`src/rtl/motor_drive.sv`:
```
// -----------------------------------------------------------------------------
// motor_drive
//
// Purpose:
//   Turns the obstacle-avoidance FSM's level commands into per-wheel H-bridge
//   controls (PWM enable + direction). Every direction reversal is preceded by
//   a coast dead-time, and duty ramps up in RAMP_STEP increments once per PWM
//   period, so the bridge never sees a hard reversal.
//
// Ports:
//   clk_1M      in   system clock, 1 MHz
//   rst         in   synchronous, active-high reset
//   stop        in   halt request (with backward: reverse)
//   backward    in   reverse request, only meaningful with stop=1
//   turn_left   in   pivot-left request
//   turn_right  in   pivot-right request
//   pwm_l/pwm_r out  bridge enable, left/right motor (registered)
//   dir_l/dir_r out  1 = forward, 0 = reverse (registered)
//   mode        out  applied mode: 0 HALT, 1 FORWARD, 2 REVERSE, 3 LEFT, 4 RIGHT
//   busy        out  high while dead-time is running
// -----------------------------------------------------------------------------
module motor_drive #(
  parameter int unsigned PWM_PERIOD = 1000,
  parameter int unsigned DUTY_FWD   = 700,
  parameter int unsigned DUTY_BACK  = 500,
  parameter int unsigned DUTY_TURN  = 600,
  parameter int unsigned RAMP_STEP  = 100,
  parameter int unsigned DEAD_TIME  = 2000
) (
  input  logic       clk_1M,
  input  logic       rst,
  input  logic       stop,
  input  logic       backward,
  input  logic       turn_left,
  input  logic       turn_right,
  output logic       pwm_l,
  output logic       pwm_r,
  output logic       dir_l,
  output logic       dir_r,
  output logic [2:0] mode,
  output logic       busy
);

  localparam logic [2:0] MODE_HALT = 3'd0;
  localparam logic [2:0] MODE_FWD  = 3'd1;
  localparam logic [2:0] MODE_REV  = 3'd2;
  localparam logic [2:0] MODE_LEFT = 3'd3;
  localparam logic [2:0] MODE_RGHT = 3'd4;

  localparam logic [0:0] ST_RUN  = 1'b0;
  localparam logic [0:0] ST_DEAD = 1'b1;

  localparam logic [15:0] PERIOD_LAST = 16'(PWM_PERIOD - 1);
  localparam logic [15:0] DUTY_FWD_W  = 16'(DUTY_FWD);
  localparam logic [15:0] DUTY_BACK_W = 16'(DUTY_BACK);
  localparam logic [15:0] DUTY_TURN_W = 16'(DUTY_TURN);
  localparam logic [15:0] STEP_W      = 16'(RAMP_STEP);
  // The counter runs DEAD_TIME-1 down to 0 so busy is high for exactly
  // DEAD_TIME cycles, including the exit cycle.
  localparam logic [15:0] DEAD_LOAD   = 16'(DEAD_TIME - 1);

  // Command decode, top entry wins.
  function automatic logic [2:0] decode_cmd(input logic s, input logic b,
                                            input logic tl, input logic tr);
    logic [2:0] m;
    if (s && b)        m = MODE_REV;
    else if (s)        m = MODE_HALT;
    else if (tl && tr) m = MODE_HALT;
    else if (tl)       m = MODE_LEFT;
    else if (tr)       m = MODE_RGHT;
    else               m = MODE_FWD;
    return m;
  endfunction

  // Wheel directions required by a mode; HALT keeps whatever is applied now.
  function automatic logic [1:0] mode_dirs(input logic [2:0] m,
                                           input logic cur_l, input logic cur_r);
    logic [1:0] d;
    case (m)
      MODE_FWD:  d = 2'b11;
      MODE_REV:  d = 2'b00;
      MODE_LEFT: d = 2'b01;
      MODE_RGHT: d = 2'b10;
      default:   d = {cur_l, cur_r};
    endcase
    return d;
  endfunction

  // Target duty for a mode, identical for both wheels.
  function automatic logic [15:0] mode_duty(input logic [2:0] m);
    logic [15:0] t;
    case (m)
      MODE_FWD:  t = DUTY_FWD_W;
      MODE_REV:  t = DUTY_BACK_W;
      MODE_LEFT: t = DUTY_TURN_W;
      MODE_RGHT: t = DUTY_TURN_W;
      default:   t = 16'd0;
    endcase
    return t;
  endfunction

  // One ramp step: climb by STEP without passing the target, drop at once.
  // The headroom compare avoids forming act+STEP, which could wrap.
  function automatic logic [15:0] ramp(input logic [15:0] act,
                                       input logic [15:0] tgt);
    logic [15:0] r;
    if (act < tgt) begin
      if ((tgt - act) > STEP_W) r = act + STEP_W;
      else                      r = tgt;
    end else begin
      r = tgt;
    end
    return r;
  endfunction

  logic [15:0] pwm_cnt_q, pwm_cnt_d;
  logic [15:0] act_l_q, act_l_d;
  logic [15:0] act_r_q, act_r_d;
  logic [15:0] dead_cnt_q, dead_cnt_d;
  logic [2:0]  tgt_mode_q, tgt_mode_d;
  logic [2:0]  mode_q, mode_d;
  logic [0:0]  state_q, state_d;
  logic        dir_l_q, dir_l_d;
  logic        dir_r_q, dir_r_d;
  logic        busy_q, busy_d;
  logic        pwm_l_q, pwm_l_d;
  logic        pwm_r_q, pwm_r_d;

  logic [1:0]  need_dirs;
  logic [15:0] tgt_duty;
  logic        boundary;

  // Next-state logic: decode, dead-time FSM, ramp and PWM compare.
  always_comb begin
    pwm_cnt_d  = (pwm_cnt_q == PERIOD_LAST) ? 16'd0 : pwm_cnt_q + 16'd1;
    tgt_mode_d = decode_cmd(stop, backward, turn_left, turn_right);
    act_l_d    = act_l_q;
    act_r_d    = act_r_q;
    dead_cnt_d = dead_cnt_q;
    mode_d     = mode_q;
    state_d    = state_q;
    dir_l_d    = dir_l_q;
    dir_r_d    = dir_r_q;
    busy_d     = busy_q;
    need_dirs  = mode_dirs(tgt_mode_q, dir_l_q, dir_r_q);
    tgt_duty   = mode_duty(tgt_mode_q);
    boundary   = (pwm_cnt_q == PERIOD_LAST);

    case (state_q)
      ST_RUN: begin
        if (need_dirs != {dir_l_q, dir_r_q}) begin
          // Reversal requested: kill drive now and start coasting.
          state_d    = ST_DEAD;
          dead_cnt_d = DEAD_LOAD;
          busy_d     = 1'b1;
          act_l_d    = 16'd0;
          act_r_d    = 16'd0;
        end else begin
          mode_d = tgt_mode_q;
          if (boundary) begin
            act_l_d = ramp(act_l_q, tgt_duty);
            act_r_d = ramp(act_r_q, tgt_duty);
          end else begin
            act_l_d = act_l_q;
            act_r_d = act_r_q;
          end
        end
      end
      ST_DEAD: begin
        act_l_d = 16'd0;
        act_r_d = 16'd0;
        if (dead_cnt_q == 16'd0) begin
          // Apply whatever is commanded now, not what caused the entry.
          state_d = ST_RUN;
          busy_d  = 1'b0;
          dir_l_d = need_dirs[1];
          dir_r_d = need_dirs[0];
          mode_d  = tgt_mode_q;
        end else begin
          dead_cnt_d = dead_cnt_q - 16'd1;
        end
      end
      default: begin
        state_d = ST_RUN;
        busy_d  = 1'b0;
        act_l_d = 16'd0;
        act_r_d = 16'd0;
      end
    endcase

    // Compare against next-cycle counter and duty so the registered output
    // lines up with pwm_cnt and drops in the same cycle busy rises.
    pwm_l_d = (pwm_cnt_d < act_l_d);
    pwm_r_d = (pwm_cnt_d < act_r_d);
  end

  // State registers with synchronous reset to a coasting, forward-facing idle.
  always_ff @(posedge clk_1M) begin
    if (rst) begin
      pwm_cnt_q  <= 16'd0;
      act_l_q    <= 16'd0;
      act_r_q    <= 16'd0;
      dead_cnt_q <= 16'd0;
      tgt_mode_q <= MODE_HALT;
      mode_q     <= MODE_HALT;
      state_q    <= ST_RUN;
      dir_l_q    <= 1'b1;
      dir_r_q    <= 1'b1;
      busy_q     <= 1'b0;
      pwm_l_q    <= 1'b0;
      pwm_r_q    <= 1'b0;
    end else begin
      pwm_cnt_q  <= pwm_cnt_d;
      act_l_q    <= act_l_d;
      act_r_q    <= act_r_d;
      dead_cnt_q <= dead_cnt_d;
      tgt_mode_q <= tgt_mode_d;
      mode_q     <= mode_d;
      state_q    <= state_d;
      dir_l_q    <= dir_l_d;
      dir_r_q    <= dir_r_d;
      busy_q     <= busy_d;
      pwm_l_q    <= pwm_l_d;
      pwm_r_q    <= pwm_r_d;
    end
  end

  assign pwm_l = pwm_l_q;
  assign pwm_r = pwm_r_q;
  assign dir_l = dir_l_q;
  assign dir_r = dir_r_q;
  assign mode  = mode_q;
  assign busy  = busy_q;

endmodule

```
`config.mk`:
```
export PLATFORM = sky130hd
export DESIGN_NAME = motor_drive
export DESIGN_NICKNAME = d
export VERILOG_FILES = /design/src/rtl/motor_drive.sv
export SDC_FILE = /design/constraint.sdc
export NUM_CORES = 1
export LEC_CHECK = 0
export BUFFER_PORTS_ARGS = -buffer_cell sky130_fd_sc_hd__buf_4
export CAP_MARGIN = 20
export CORE_ASPECT_RATIO = 0.5
export CORE_MARGIN = 3
export CORE_UTILIZATION = 36
export DETAILED_ROUTE_END_ITERATION = 16
export HOLD_SLACK_MARGIN = 0.03
export PLACE_DENSITY = 0.5
export SKIP_LAST_GASP = 1
export SLEW_MARGIN = 20
export SYNTH_ARGS = -nofsm -noshare
export SYNTH_HDL_FRONTEND = slang
export SYNTH_SLANG_ARGS = --single-unit
export TNS_END_PERCENT = 10
```
`constraint.sdc`:
```
create_clock -name clk_1M -period 4.76 [get_ports clk_1M]
set_input_delay 0.952 -clock clk_1M [delete_from_list [all_inputs] [get_ports clk_1M]]
set_output_delay 0.952 -clock clk_1M [all_outputs]
set_load 0.01 [all_outputs]
```
## Yosys cells after proc, flatten, opt, wreduce, memory -nomap -nowiden

Index checks and enable logic that the tools add are counted.

- Word-level logic and storage cells: 77
- Output and inout bits: 8
- Flip-flop bits (word level): 76
- Bits in writable memories: 0
- Bits of input ports: 6
- Memories kept: 0
- Latch bits: 0
- Bits in read-only memories: 0

- Shifts and indexed selects: 0
- Multiply operators: 0
- Bitwise operators: 1
- Divide/modulo/power cells: 0
- Magnitude comparators: 6
- Mux-type cells: 30
- Reduce and logical (&&, ||, !) cells: 10
- $add $sub $neg: 6
- Equal/unequal tests: 10

Operators by type and width:

| kind | number |
|---|---|
| $mux 16 | 11 |
| $pmux 16 s2 | 3 |
| $lt 16x16->1 | 4 |
| $add 16x7->16 const B | 2 |
| $gt 16x7->1 const B | 2 |
| $sub 16x16->16 | 2 |
| $pmux 10 s3 | 1 |
| $add 16x1->16 const B | 1 |
| $eq 16x10->1 const B | 1 |
| $logic_not 16->1 | 1 |
| $sub 16x1->16 const B | 1 |
| $mux 3 | 3 |
| $mux 2 | 4 |
| $pmux 2 s4 | 1 |
| $reduce_and 2->1 | 4 |
| $eq 3x2->1 const B | 2 |
| $ne 2x2->1 const B | 3 |
| $pmux 3 s2 | 1 |
| $reduce_or 5->1 | 1 |
| $mux 1 | 4 |
| $pmux 1 s2 | 2 |
| $reduce_or 4->1 | 1 |
| $eq 3x1->1 const B | 1 |
| $eq 3x3->1 const B | 1 |
| other kinds (5) | 6 |

## Depth between registers and ports, before layout

Gate-level depths: netlist of run 1.

- Depth after elaboration: 11
- Depth in mapped cells: 23
- Gate-level depth less buffers: 21

## Worst setup path before layout of run 1

OpenSTA, ideal clock, no wires.

- Path kind: register to register
- Start: reg tgt_mode_q[0]
- End: reg pwm_r_q (netlist: pwm_r)
- Cell stages (with the launch flop): 21
- Arrival: 4.636 ns
- Buffers on the path: 2
- Slack: 0.054 ns
- Data required time: 4.690 ns
- Clock period less this slack: 4.706 ns
- Library setup time: 0.070 ns
- Cells stage by stage: dfxtp_1 clkbuf_1 inv_1 o21ai_0 ha_1 a21oi_1 a21oi_1 or3_1 a222oi_1 or3b_1 o21ai_2 buf_2 nor2_1 nor3_1 ha_1 a21o_1 a221o_1 a21oi_1 or3_1 o2111ai_1 a21oi_1

- Cells in the longest elaborated chain, start to end: 11
- Elaborated cells on any way between the ends: 17
- Classes of those cells: add/sub (1); order compare (3); eq/ne (5); mux (7); reduce/logical (1)

Ends and longest elaborated chain:

| element | RTL line | source |
|---|---|---|
| start, declared | 120 | `logic [2:0] tgt_mode_q, tgt_mode_d;` |
| start signal, assigned | 217 | `tgt_mode_q <= tgt_mode_d;` |
| $eq 3x3->1 / $eq 3x2->1 (equally long branches) | 79, 92 |  |
| $reduce_or 2->1 (no source line) | - |  |
| $pmux 10 s3 | 92 | `case (m)` |
| $sub 16x16->16 | 108 | `if ((tgt - act) > STEP_W) r = act + STEP_W;` |
| $gt 16x7->1 | 108 |  |
| $mux 16 | 108 |  |
| $mux 16 | 107 | `if (act < tgt) begin` |
| $mux 16 | 160 | `if (boundary) begin` |
| $mux 16 (*) | 151 | `if (need_dirs != {dir_l_q, dir_r_q}) begin` |
| $pmux 16 s2 (*) | 149 | `case (state_q)` |
| $lt 16x16->1 (*) | 194 | `pwm_r_d = (pwm_cnt_d < act_r_d);` |
| end signal, assigned | 224 | `pwm_r_q <= pwm_r_d;` |
| end, declared | 127 | `logic pwm_r_q, pwm_r_d;` |

Mark *: on every way between the ends. The rest lies on a longest branch, timed or not.
A chain may end at the register's enable or synchronous reset.

## Final worst setup path of run 1

Ends and elaborated chain as after synthesis.

==> results of run 1 <==
path summary, 6_finish.rpt:
check	endpoint	slack [ns]	start
worst max-delay path	pwm_r$_SDFF_PP0_	0.26	tgt_mode_q[0]$_SDFF_PP0_
worst min-delay path	busy$_SDFFE_PP0P_	0.46	busy$_SDFFE_PP0P_
worst max register to register	pwm_r$_SDFF_PP0_	0.26	tgt_mode_q[0]$_SDFF_PP0_
worst min register to register	busy$_SDFFE_PP0P_	0.46	busy$_SDFFE_PP0P_
report_power, final:
part / switching (mW) / total (mW) / internal, mW / leakage [nW]
logic: 0.288 / 0.513 / 0.225 / 1.82
clock network: 0.296 / 0.721 / 0.425 / 0.150
registers: 0.0305 / 0.694 / 0.664 / 0.618
area by class of cell:
type                    count  area (µm²)
fillers                  1473        8270
well taps                 198         248
multi-input cells         579        4090
clock inverters             6        68.8
repair buffers             42         315
inverters                  36         135
flip-flops and latches     76        1530
clock buffers              10         239
worst reg2reg max path, stage by stage, from the launching register on:
cell and delay (ns):
dfxtp_4 0.39, nor2_2 0.18, nand2_1 0.12, o21ai_2 0.12, ha_4 0.27, or4_1 0.52, o211ai_1 0.22, a22oi_2 0.12
buf_4 0.15, or3b_4 0.42, o21ai_4 0.26, o31ai_1 0.12, nor3_1 0.22, ha_1 0.28, a21o_1 0.16, a221o_1 0.35
a21oi_1 0.17, or3_1 0.12, o2111ai_1 0.09, a21oi_1 0.14
Yosys cell counts, types with 13 or more instances:
master / n
dfxtp_1: 76
nor2_1: 68
nand2_1: 56
ha_1: 50
a21oi_1: 39
inv_1: 36
nor3_1: 35
nand3_1: 34
xnor2_1: 30
o21ai_0: 27
nor2b_1: 26
clkbuf_1: 21
xor2_1: 17
nand4_1: 14
or3_1: 14
and3_1: 13
logic make-up (layout without fill, tap and decap cells):
kind of cell	after synthesis	in the layout	share of synthesized area (%)
multiplexers	13	13	2.33
XOR/XNOR	47	47	7.29
flip-flops	76	76	27.0
buffers and inverters	64	94	4.48
AND/OR/NAND/NOR	315	315	29.2
AO/OA/AOI/OAI	154	154	18.7
adder cells (fa/ha/maj)	50	50	11.1
stage by stage:
stage	setup WS [ns]	util (%)	hold slack (ns)	area [µm²]	power (mW)
after floorplan	0.0545	-	0.419	5650	1.04
after global placement	-0.0477	40.8	0.453	6080	1.17
after detailed placement	-0.0869	40.8	0.460	6080	1.17
after CTS	0.00963	43.1	0.469	6410	1.90
final	0.257	44.5	0.464	6620	1.93
after global routing	-0.0808	44.5	0.495	6620	2.03
flip-flops by register name, indices dropped and copies added, names as in the netlist:
signal,cells
dir_r,1
state_q,1
act_r_q,16
dir_l,1
dead_cnt_q,16
pwm_l,1
pwm_r,1
busy,1
pwm_cnt_q,16
tgt_mode_q,3
act_l_q,16
mode,3
per-layer routing:
metal / track usage, % / vias to the layer above / routed length, µm
met5: 0 / - / 0
met4: 3.04 / 0 / 93
met3: 3.54 / 10 / 790
met2: 28.2 / 118 / 6670
met1: 29.1 / 2447 / 8860
li1: - / 2662 / -
repair_timing:
action | in CTS | in global routing
buffers inserted | 0 | 3
gates resized for setup | 6 | 38
endpoints found under the setup margin | 2 | 2
pin swaps | 0 | 8
==> results.txt, run 1 <==
PwrDens - 291 mW/mm²
Final setup violation count - 0
cell taking the most area after synthesis - dfxtp_1
total CTS buffers - 9
yosys warns - 0
ratio of cells with drive above 1 in the final layout - 13.5%
most frequent cells in the layout - dfxtp_1 (73), nor2_1 (64), nand2_1 (56)
Synth top area share - 27.0%
initial antenna violation count - 0
Distinct cells, synth - 69
Bufs on Longest Clock Path - 2
Crit Path Max Fanout - 8
Max Slew Vio Count - 0
Post-CTS Hold Fix Bufs - 0
outcome - complete, no violations
worst-path cell chain - nor2_2 > nand2_1 > o21ai_2 > ha_4 > or4_1 > o211ai_1 > a22oi_2 > buf_4 > or3b_4 > o21ai_4 > o31ai_1 > nor3_1 > ha_1 > a21o_1 > a221o_1 > a21oi_1 > or3_1 > o2111ai_1 > a21oi_1
Clk pin slew, worst setup/hold paths - 0.06 ns
Seq cells post-synth - 76
critical path's slowest cell - or4_1
vias in the first global route - 4841
Post-Syn Instances - 719
top post-synthesis cells by area - dfxtp_1 (27%), ha_1 (11%), xnor2_1 (4.7%)
depth of the most critical reg-to-reg path - 19
Detail Placement HPWL - 12.6 mm
first-pass GRT wire length - 26.1 mm
Total Neg Setup Slack - 0 ns
Initial Util - 37.9%
Min-Delay Path Class - register to register
TritonCTS clock tree - done
Most common cell on crit path - a21oi_1
Die X - 183 µm
GRT overflow - 0
nets@finish - 800
CP peak stage delay - 0.52 ns
Starting DRT DRC Count - 323
Buffers on Ports - 13
Mean Syn Cell Area - 7.85 µm²
Max-Cap Viols - 0
Startpoint Class - register
ys async rst share - 0%
Via Count - 5237
Synth-to-Final Area Change - 17.3%
sequential share of the synthesized area - 27.0%
Worst Tran Pin Value - 0.727 ns
Rows - 31
I/O Pins - 14
Sink Count - 76
CP Capture Type - register
data required time of the worst path - 5.03 ns
slew margin rel. - 51.4%
EDFF count, synth - 0
Setup Skew - 0.0123 ns
synthesized area - 0.00565 mm²
WP data arrival - 4.77 ns
FMAX - 222 MHz
critical path depth - 19
router iterations before antenna repair - 5
dpl cells - 928
number of buffers and inverters on the critical path - 1
most common cell after layout, fill and taps aside - dfxtp_1
fin crit period - 4.50 ns
syn nets - 775
Final ANT Viol Nets - 0
diodes inserted - 0
final hold vios - 0
Die Span Y - 94.6 µm
Top delay family on crit path - compound AO/OA/AOI/OAI gates
hold-critical path depth - 2
# DRC - 0
vias per cell - 5.53
maximum vdd ir drop - 159 µV
die area - 0.0173 mm²
Final period util - 94.6%
Final Wtd Congestion - 0.865
root buffer cell - clkbuf_16
routed length per instance - 17.3 µm
Synth Flop Type - dfxtp_1
CTS H-tree depth - 3
Post-Layout Cell Count - 947
RSZ-0062 raised after global routing - true
largest net degree at the start of global routing - 41
Total Wirelength - 16.4 mm
total track usage - 19.1%
P_leak - 2.59 nW
area of the core - 0.0149 mm²
critical path class - register to register
later-pin clock latency in the skew report - 0.34 ns
Note: power is estimated with default switching activity, not from simulation.
==> run 2, diff against run 1 <==
--- a/config.mk
+++ b/config.mk
@@ -5,6 +5,7 @@
 export SDC_FILE = /design/constraint.sdc
 export NUM_CORES = 1
 export LEC_CHECK = 0
+export ABC_AREA = 1
 export BUFFER_PORTS_ARGS = -buffer_cell sky130_fd_sc_hd__buf_4
 export CAP_MARGIN = 20
 export CORE_ASPECT_RATIO = 0.5
==> run 2 against run 1 <==
- synthesized cell count grew 31%
- count of clock-buffer cells in the layout shrank 1
- sequential cell count is the same
- combinational power grew 15%
- final area shrank 0.72%
- area after synthesis grew 4.4%
- sequential power grew 1%
- first-iteration DRC count grew 18%
- global-route usage is essentially flat
- clock power grew 12%
- die area grew 4.2%
- largest cell class unchanged
==> results.txt, run 2 <==
outcome - complete, no violations
largest net degree at the start of global routing - 66 (+61%)
data required time of the worst path - 5.04 ns (about the same)
cell taking the most area after synthesis - dfxtp_1
top post-synthesis cells by area - dfxtp_1 (26%), nand2_1 (15%), ha_1 (11%)
critical path's slowest cell - ha_1
# DRC - 0 (unchanged)
total track usage - 19.1% (about the same)
Worst Tran Pin Value - 0.740 ns (+0.0135 ns)
Synth Flop Type - dfxtp_1
ys async rst share - 0% (unchanged)
Final setup violation count - 0 (unchanged)
Rows - 32 (+3.2%)
Int Pwr - 1.39 mW (+5.4%)
vias per cell - 4.91 (-11%)
EDFF count, synth - 0 (unchanged)
P_leak - 3.22 nW (+24%)
routed length per instance - 14.1 µm (-19%)
most frequent cells in the layout - nand2_1 (234), inv_1 (147), nor2_1 (129)
final hold slack - 0.466 ns (+0.00228 ns)
Seq cells post-synth - 76 (unchanged)
initial antenna violation count - 0 (unchanged)
syn nets - 1000 (+29%)
fill count - 1670 (+13%)
Most common cell on crit path - nand2_1
area of the core - 0.0157 mm² (+5.4%)
I/O Pins - 14 (unchanged)
Flop pwr share - 33.4% (-2.6 points)
Min-Delay Path Class - register to register
diodes inserted - 0 (unchanged)
sequential share of the synthesized area - 25.8% (-1.1 points)
most common cell after layout, fill and taps aside - nand2_1
Post-synth top cells - nand2_1 (236), inv_1 (147), nor2_1 (130), dfxtp_1 (76), nand3_1 (57)
FMAX - 233 MHz (+4.8%)
Sink Count - 76 (unchanged)
Die X - 187 µm (+2.1%)
number of buffers and inverters on the critical path - 4 (+3)
Final Wtd Congestion - 0.903 (+4.3%)
final hold vios - 0 (unchanged)
Place WS - 0.251 ns (+0.338 ns)
Top delay family on crit path - compound AO/OA/AOI/OAI gates
later-pin clock latency in the skew report - 0.34 ns (about the same)
first-pass GRT wire length - 27.4 mm (+4.8%)
combinational power share - 28.2% (+1.6 points)
Max-Cap Viols - 0 (unchanged)
router iterations before antenna repair - 6 (+1)
Final period util - 90.3% (-4.3 points)
GRT overflow - 0 (unchanged)
Startpoint Class - register
fin crit period - 4.30 ns (-0.206 ns)
Starting DRT DRC Count - 381 (+18%)
Distinct cells, synth - 48 (-30%)
Bufs on Longest Clock Path - 2 (unchanged)
maximum vdd ir drop - 230 µV (+44%)
fin worst setup slack - 0.463 ns (+0.206 ns)
Crit Path Max Fanout - 11 (+3)
total CTS buffers - 9 (unchanged)
slew margin rel. - 50.6% (-0.80 points)
Max Slew Vio Count - 0 (unchanged)
Initial Util - 37.6% (-0.34 points)
Detail Placement HPWL - 13.3 mm (+5.5%)
Post-CTS Hold Fix Bufs - 0 (unchanged)
clock network power share - 38.4% (+1.0 points)
PwrDens - 319 mW/mm² (+9.7%)
Post-Syn Instances - 944 (+31%)
RSZ-0062 raised after global routing - true
Total Wirelength - 16.7 mm (+1.6%)
Mean Syn Cell Area - 6.25 µm² (-20%)
WP data arrival - 4.58 ns (-0.19 ns)
root buffer cell - clkbuf_16
switching pwr - 0.715 mW (+16%)
vias in the first global route - 5405 (+12%)
CP peak stage delay - 0.42 ns (-0.10 ns)
Via Count - 5797 (+11%)
Synth top area share - 25.8% (-1.1 points)
Sw Ratio - 34.0% (+2.2 points)
Synth-to-Final Area Change - 11.5%
most common cell in the netlist - nand2_1
CP Capture Type - register
CTS H-tree depth - 3 (unchanged)
Die Span Y - 96.5 µm (+2.1%)
Buffers on Ports - 13 (unchanged)
nets@finish - 1011 (+26%)
critical path class - register to register
yosys warns - 0 (unchanged)
die area - 0.0180 mm² (+4.2%)
TritonCTS clock tree - done
Final ANT Viol Nets - 0 (unchanged)
synthesized area - 0.00590 mm² (+4.4%)
Setup Skew - 0.00802 ns (-0.00432 ns)
ratio of cells with drive above 1 in the final layout - 7.40% (-6.1 points)
Clk pin slew, worst setup/hold paths - 0.06 ns (about the same)
==> run 2: cells by family (layout without fill, tap and decap cells) <==
logic type | after synthesis | in the layout | share of synthesized area, %
simple gates | 509 | 509 | 37.9
flops | 76 | 76 | 25.8
fa+ha+maj | 50 | 50 | 10.6
buf+inv | 171 | 187 | 11.2
compound gates | 120 | 120 | 11.8
xor+xnor | 18 | 18 | 2.67
==> run 2: power by group through the flow <==
stage	Sequential, mW	Clock, mW	Combinational, mW
3_3_place_gp	0.717	0	0.590
3_5_place_dp	0.716	0	0.589
5_1_grt	0.707	0.852	0.678
2_1_floorplan	0.714	0	0.456
6_report	0.702	0.806	0.592
4_1_cts	0.702	0.826	0.592
==> run 2: metrics by stage <==
stage	cell area, µm²	setup TNS [ns]	std cells	util, %	power (mW)
floorplan	5900	0	944	-	1.17
global placement	6220	0	1165	39.6	1.31
detailed placement	6220	0	1165	39.6	1.30
CTS	6570	0	1181	41.8	2.12
global route	6580	-0.00429	1181	41.9	2.24
finish	6580	0	1181	41.9	2.10
==> run 2: area by class of cell <==
type                    instances  area, µm²  area share (%)
inverters                     154        581            8.83
clock buffers                   9        225            3.43
repair buffers                 17        128            1.94
flip-flops and latches         76       1520            23.1
well taps                     221        277            4.21
multi-input cells             697       3720            56.6
clock inverters                 7        123            1.86
==> run 2: per-layer routing <==
metal | vias up | global-route usage (%) | routed length (µm)
met4 | 0 | 4.97 | 231
met2 | 92 | 30.7 | 6850
met5 | - | 0 | 0
met1 | 2597 | 27.0 | 9010
li1 | 3085 | - | -
met3 | 23 | 2.88 | 588
==> run 2: path summary, 6_finish.rpt <==
check	start	to	slack (ns)	cells after the start
worst min register to register	dead_cnt_q[15]$_SDFFE_PP0P_	dead_cnt_q[15]$_SDFFE_PP0P_	0.47	1
worst min-delay path	dead_cnt_q[15]$_SDFFE_PP0P_	dead_cnt_q[15]$_SDFFE_PP0P_	0.47	1
worst max register to register	tgt_mode_q[1]$_SDFF_PP0_	pwm_l$_SDFF_PP0_	0.46	26
worst max-delay path	tgt_mode_q[1]$_SDFF_PP0_	pwm_l$_SDFF_PP0_	0.46	26
==> run 2: what timing repair did <==
item | in CTS | in global routing
endpoints found under the setup margin | 0 | 2
buffers inserted | 0 | 0
resized for setup | 0 | 4
endpoints found under the hold margin | 0 | 0
